===== src/rtl/tetris_pkg.sv =====
// Shared board constants, cell addressing and line-clear FSM state encoding.
package tetris_pkg;

  localparam int unsigned BOARD_COLS  = 10;
  localparam int unsigned BOARD_ROWS  = 20;
  localparam int unsigned EMPTY_CELL  = 0;
  localparam int unsigned CELL_ADDR_W = 16;

  // Line-clear sequencer states
  typedef enum logic [2:0] {
    ST_IDLE   = 3'd0,
    ST_CHECK  = 3'd1,
    ST_DECIDE = 3'd2,
    ST_COPY   = 3'd3,
    ST_FILL   = 3'd4,
    ST_FINISH = 3'd5
  } lcc_state_e;

  // Linear cell address on the default board: row*BOARD_COLS + col
  function automatic logic [CELL_ADDR_W-1:0] addr(input logic [CELL_ADDR_W-1:0] row,
                                                  input logic [CELL_ADDR_W-1:0] col);
    return row * CELL_ADDR_W'(BOARD_COLS) + col;
  endfunction

endpackage


===== src/rtl/row_full_check.sv =====
// Accumulates "every cell occupied" over the words of one board row.
module row_full_check
  import tetris_pkg::*;
#(
  parameter int unsigned COL_W = 6
) (
  input  logic             clk,
  input  logic             reset,
  input  logic             clear,
  input  logic             valid,
  input  logic [COL_W-1:0] q,
  output logic             full
);

  // Clear arms the flag; each valid word keeps it only if the cell is occupied
  always_ff @(posedge clk) begin
    if (reset) begin
      full <= 1'b0;
    end else if (clear) begin
      full <= 1'b1;
    end else if (valid) begin
      full <= full & (q != COL_W'(EMPTY_CELL));
    end
  end

endmodule


===== src/rtl/line_clear_ctrl.sv =====
// Bottom-up full-row detection, in-place downward compaction and top zero-fill
// of the board RAM, reporting the number of rows removed.
module line_clear_ctrl
  import tetris_pkg::*;
#(
  parameter int unsigned COLS   = BOARD_COLS,
  parameter int unsigned ROWS   = BOARD_ROWS,
  parameter int unsigned ADDR_W = 8,
  parameter int unsigned COL_W  = 6
) (
  input  logic              clk,
  input  logic              reset,
  input  logic              start,
  output logic              busy,
  output logic              done,
  output logic [4:0]        lines_cleared,
  output logic [ADDR_W-1:0] ram_addr,
  output logic [COL_W-1:0]  ram_wdata,
  output logic              ram_wren,
  input  logic [COL_W-1:0]  ram_q
);

  localparam int unsigned ROW_W = $clog2(ROWS);
  localparam int unsigned CNT_W = $clog2(COLS + 1);

  localparam logic [ROW_W-1:0] ROW_LAST = ROW_W'(ROWS - 1);
  localparam logic [CNT_W-1:0] COL_LAST = CNT_W'(COLS - 1);
  localparam logic [CNT_W-1:0] COL_END  = CNT_W'(COLS);

  lcc_state_e       state;
  logic [ROW_W-1:0] src;
  logic [ROW_W-1:0] dst;
  logic [CNT_W-1:0] col;
  logic [4:0]       count;
  logic             wr_phase;
  logic             wren_q;
  logic             full;

  logic             chk_clear_c;
  logic             chk_valid_c;
  logic [4:0]       count_inc_c;
  logic [CNT_W-1:0] col_inc_c;
  logic [ROW_W-1:0] src_dec_c;
  logic [ROW_W-1:0] dst_dec_c;

  // Cell address at RAM width; constant-by-variable multiply
  function automatic logic [ADDR_W-1:0] cell_at(input logic [ROW_W-1:0] r,
                                                input logic [CNT_W-1:0] c);
    return ADDR_W'(r) * ADDR_W'(COLS) + ADDR_W'(c);
  endfunction

  // Row check: col 0 arms the flag, cols 1..COLS carry the returned words
  assign chk_clear_c = (state == ST_CHECK) && (col == '0);
  assign chk_valid_c = (state == ST_CHECK) && (col != '0);

  assign count_inc_c = count + 5'd1;
  assign col_inc_c   = col + CNT_W'(1);
  assign src_dec_c   = src - ROW_W'(1);
  assign dst_dec_c   = dst - ROW_W'(1);

  // Write strobe drops in the very cycle reset is raised so an aborted pass
  // cannot land one more write
  assign ram_wren  = wren_q & ~reset;

  // Copy data is the word read in the preceding RD cycle; fill writes empty
  assign ram_wdata = (!reset && state == ST_COPY && wr_phase) ? ram_q
                                                              : COL_W'(EMPTY_CELL);

  row_full_check #(
    .COL_W (COL_W)
  ) u_row_full_check (
    .clk   (clk),
    .reset (reset),
    .clear (chk_clear_c),
    .valid (chk_valid_c),
    .q     (ram_q),
    .full  (full)
  );

  // Sequencer: row scan, keep/skip decision, row copy, top fill, completion
  always_ff @(posedge clk) begin
    if (reset) begin
      state         <= ST_IDLE;
      busy          <= 1'b0;
      done          <= 1'b0;
      lines_cleared <= 5'd0;
      ram_addr      <= '0;
      wren_q        <= 1'b0;
      src           <= ROW_LAST;
      dst           <= ROW_LAST;
      col           <= '0;
      count         <= 5'd0;
      wr_phase      <= 1'b0;
    end else begin
      done <= 1'b0;
      case (state)
        // Accept a pass; lines_cleared keeps the previous result until done
        ST_IDLE: begin
          if (start) begin
            src      <= ROW_LAST;
            dst      <= ROW_LAST;
            count    <= 5'd0;
            col      <= '0;
            ram_addr <= cell_at(ROW_LAST, '0);
            busy     <= 1'b1;
            state    <= ST_CHECK;
          end
        end

        // Stream the src row addresses; the last word returns one cycle later
        ST_CHECK: begin
          if (col == COL_END) begin
            col   <= '0;
            state <= ST_DECIDE;
          end else begin
            col <= col_inc_c;
            if (col != COL_LAST) begin
              ram_addr <= cell_at(src, col_inc_c);
            end
          end
        end

        // Skip a full row, keep a row in place, or move it down to dst
        ST_DECIDE: begin
          if (!full && (dst != src)) begin
            col      <= '0;
            wr_phase <= 1'b0;
            ram_addr <= cell_at(src, '0);
            state    <= ST_COPY;
          end else begin
            if (full) begin
              count <= count_inc_c;
            end else if (dst != '0) begin
              dst <= dst_dec_c;
            end
            if (src != '0) begin
              src      <= src_dec_c;
              col      <= '0;
              ram_addr <= cell_at(src_dec_c, '0);
              state    <= ST_CHECK;
            end else if (full || (count != 5'd0)) begin
              // Full top row: dst is still the first row that needs clearing
              col      <= '0;
              ram_addr <= cell_at(dst, '0);
              wren_q   <= 1'b1;
              state    <= ST_FILL;
            end else begin
              done          <= 1'b1;
              lines_cleared <= count;
              state         <= ST_FINISH;
            end
          end
        end

        // Two cycles per cell: read (src,c), then write it to (dst,c)
        ST_COPY: begin
          if (!wr_phase) begin
            ram_addr <= cell_at(dst, col);
            wren_q   <= 1'b1;
            wr_phase <= 1'b1;
          end else begin
            wren_q   <= 1'b0;
            wr_phase <= 1'b0;
            if (col != COL_LAST) begin
              col      <= col_inc_c;
              ram_addr <= cell_at(src, col_inc_c);
            end else begin
              col <= '0;
              dst <= dst_dec_c;
              if (src != '0) begin
                src      <= src_dec_c;
                ram_addr <= cell_at(src_dec_c, '0);
                state    <= ST_CHECK;
              end else begin
                // A copy implies dst > src, so at least one row needs clearing
                ram_addr <= cell_at(dst_dec_c, '0);
                wren_q   <= 1'b1;
                state    <= ST_FILL;
              end
            end
          end
        end

        // Zero one cell per cycle from row dst up to row 0
        ST_FILL: begin
          if (col != COL_LAST) begin
            col      <= col_inc_c;
            ram_addr <= cell_at(dst, col_inc_c);
          end else begin
            col <= '0;
            if (dst != '0) begin
              dst      <= dst_dec_c;
              ram_addr <= cell_at(dst_dec_c, '0);
            end else begin
              wren_q        <= 1'b0;
              done          <= 1'b1;
              lines_cleared <= count;
              state         <= ST_FINISH;
            end
          end
        end

        // done is visible this cycle; hand the RAM back next cycle
        ST_FINISH: begin
          busy  <= 1'b0;
          state <= ST_IDLE;
        end

        default: begin
          busy   <= 1'b0;
          wren_q <= 1'b0;
          state  <= ST_IDLE;
        end
      endcase
    end
  end

endmodule


===== config.mk =====
export PLATFORM = sky130hd
export DESIGN_NAME = line_clear_ctrl
export DESIGN_NICKNAME = d
export VERILOG_FILES = /design/src/rtl/tetris_pkg.sv /design/src/rtl/row_full_check.sv /design/src/rtl/line_clear_ctrl.sv
export SDC_FILE = /design/constraint.sdc
export NUM_CORES = 1
export LEC_CHECK = 0
export BUFFER_PORTS_ARGS = -buffer_cell sky130_fd_sc_hd__buf_4
export CAP_MARGIN = 20
export CORE_UTILIZATION = 35
export CTS_CLUSTER_SIZE = 30
export DETAILED_ROUTE_END_ITERATION = 7
export PLACE_DENSITY_LB_ADDON = 0.05
export SYNTH_ARGS = -nofsm -noshare
export SYNTH_HDL_FRONTEND = slang
export SYNTH_SLANG_ARGS = --single-unit
export TNS_END_PERCENT = 100

===== constraint.sdc =====
create_clock -name clk -period 3.6 [get_ports clk]
set_input_delay 0.36 -clock clk [delete_from_list [all_inputs] [get_ports clk]]
set_output_delay 0.36 -clock clk [all_outputs]
set_load 0.02 [all_outputs]

==> metrics.csv <==
metric;value;unit
GP Congestion;0.892;
Achievable Freq;308;MHz
die width;109;um
commonest register cell after synthesis;dfxtp_1;
clk_skew;0.0104;ns
r2r endpoint;ram_addr[7]$_SDFFE_PP0P_;
filler cell count;1132;
initial DRC count;359;
post-cts resize count;0;
P per Cell Area;490;nW/um2
CP cell instances;inv_1 > ha_1 > nor3b_2 > xor2_1 > ha_1 > ha_1 > a21o_1 > a211oi_1 > nor2_1 > a2111o_1 > o211ai_1 > a41oi_1;
Post-synth EDFFs;0;
Rel. slew slack;53.6;%
non-filler cells, final;661;
cell count after placement;653;
DRT antenna net count;0;
final wirelength;13000;um
vias in the first global route;3553;
largest net degree at the start of global routing;33;
worst r2r path cells;12;
Initial Util;36.5;%
area grow syn2layout;13.7;%
Sink Count;40;
setup TNS;0;ns
Hold Slack;0.465;ns
top cells by count, synth;47 x nor2_1, 43 x a21oi_1, 41 x ha_1;
asr flop ratio synth;0;%
largest area contributor in the netlist;dfxtp_1;
initial antenna violation count;0;
GRT Residual Overflow;0;
Final nets;577;
RR Startpoint;src[1]$_SDFFE_PP1P_;
YS warnings;0;
DR pass1 iterations;5;
setup repair bufs after CTS;0;
final hold vios;0;
full die area;11900;um2
vias per cell;5.73;
most frequent CP cell;ha_1;
MaxCap Viol Count;0;
Multi-input gate area;2960;um2
cell family with most CP delay;compound AO/OA/AOI/OAI gates;
pre-CTS setup slack;0.383;ns
Clock Root Buffer;clkbuf_16;
worst slew pin tran;0.693;ns
antenna diode count;0;
RSZ-0062 raised after global routing;no;
Hold Buf Count CTS;0;
share of cells above drive strength 1;13.6;%
total CTS buffers;5;
peak supply drop;227;uV
startpoint types;register;
Boundary Pins;31;
Hold Crit Class;primary input to register;
Total GRT Usage;22.8;%
syn_nets;550;
Yosys reg bits;40;
syn avg cell area;8.13;um2
Hold Path Origin;ram_q[5];
top cell type's share of synthesized area;20.0;%
CP Buf/Inv Count;1;
Clk pin slew, worst setup/hold paths;0.06;ns
Static Leakage;1.93;nW
CP endpoint kind;register;
Worst Path Max Fanout;6;
Final Cycle Share;90.0;%
clk buf depth;2;
minimum clock period;3.24;ns
slowest CP cell;dfxtp_1;
DRC violations left;0;
Max H-tree Level;2;
slowest stage delay, CP;0.46;ns
Core ar.;11000;um2
mapped cell area;4010;um2
Endpoint, Worst Hold;u_row_full_check.full$_SDFFE_PP0P_;
synth top area cells;dfxtp_1 20%, ha_1 13%, a21oi_1 5.4%;
Register Area;801;um2
Slew Viols, Final;0;
Critical Path AT;3.40;ns
count leader, synth;nor2_1;
Design Power;2.23;mW
final setup margin;0.358;ns
Crit path required time;3.76;ns
Final setup viols;0;
hold depth;5;
Die Span Y;109;um
Routed WL per cell;19.7;um
Seq/Total Area, Yosys;20.0;%
CTS tree;done;
Skew-Pair Late Insertion Delay;0.30;ns
Post-DP HPWL;10000;um
reg-to-reg slack, setup;0.36;ns
status;complete, no violations;
Synth cell types;71;
total number of vias;3786;
Syn Inst Count;493;
Std-Cell Rows;38;
IO Port Bufs;30;
first-pass GRT wire length;20200;um
CP Class;register to register;
==> metal layers <==
layer  global-route usage (%)  wire (um)  vias to the layer above
li1                         -          -                     1844
met1                     32.7       6360                     1806
met2                     35.6       5690                      113
met3                     3.29        702                       23
met4                     5.50        271                        0
met5                        0          0                        -
==> kinds of logic (layout without fill, tap and decap cells) <==
kind of cell / after synthesis / after routing / synth area share [%]
DFF: 40 / 40 / 20.0
adders and majority gates: 48 / 48 / 16.3
AOI/OAI and AO/OA: 129 / 129 / 21.1
buffers and inverters: 52 / 80 / 6.18
xor gates and xnor gates: 37 / 37 / 8.09
muxes: 15 / 15 / 3.75
and+or+nand+nor: 172 / 172 / 24.5
==> metrics by stage <==
stage / area (um2) / utilization (%)
floorplan: 4010 / -
global placement: 4390 / 40.0
detailed placement: 4390 / 40.0
CTS: 4560 / 41.5
global route: 4560 / 41.5
finish: 4560 / 41.5
==> flip-flops by register name, summed over array words and instances (netlist names), 3 cells and up <==
name and cells:
ram_addr 8, count 5, dst 5, lines_cleared 5, src 5, col 4, state 3
==> how the worst max path moves through the flow <==
stage | end | from | slack (ns) | cells after the start
after floorplan | ram_addr[7]$_SDFFE_PP0P_ | src[0]$_SDFFE_PP1P_ | 0.51 | 13
after global placement | ram_addr[7]$_SDFFE_PP0P_ | src[1]$_SDFFE_PP1P_ | 0.52 | 12
after detailed placement | ram_addr[7]$_SDFFE_PP0P_ | src[1]$_SDFFE_PP1P_ | 0.38 | 12
after CTS | ram_addr[7]$_SDFFE_PP0P_ | src[1]$_SDFFE_PP1P_ | 0.35 | 12
after global routing | ram_addr[7]$_SDFFE_PP0P_ | src[1]$_SDFFE_PP1P_ | 0.16 | 12
final | ram_addr[7]$_SDFFE_PP0P_ | src[1]$_SDFFE_PP1P_ | 0.36 | 12
==> power breakdown <==
group          internal (mW)  switching (mW)
Sequential             0.515          0.0886
Clock                  0.327           0.203
Combinational          0.434           0.664
Total                   1.28           0.956
==> worst register-to-register path, delay by kind of cell (launching register included) <==
| family | cells | cell delay, ns |
|---|---|---|
| flops | 1 | 0.46 |
| xor+xnor | 1 | 0.16 |
| fa+ha+maj | 3 | 0.92 |
| compound gates | 5 | 1.15 |
| buf+inv | 1 | 0.15 |
| simple gates | 2 | 0.27 |
==> cell type report <==
type	instances	share of cell area, %
clock inverters	2	0.769
repair buffers	50	8.24
flip-flops and latches	40	17.6
well taps	140	3.85
inverters	22	1.81
multi-input cells	401	64.9
clock buffers	6	2.83
==> cell usage in the layout, fill, tap and decap left out, types with 15 or more instances in the layout <==
| master | Yosys | final |
|---|---|---|
| xnor2_1 | 18 | 18 |
| a21oi_1 | 43 | 43 |
| nor3_1 | 19 | 19 |
| nor2_1 | 47 | 47 |
| mux2i_1 | 15 | 15 |
| dfxtp_1 | 40 | 40 |
| o21ai_0 | 16 | 16 |
| buf_4 | 4 | 50 |
| ha_1 | 41 | 41 |
| nand2_1 | 28 | 28 |
| xor2_1 | 19 | 19 |
| inv_1 | 21 | 21 |
No activity file was read; power rests on OpenSTA's default activity.
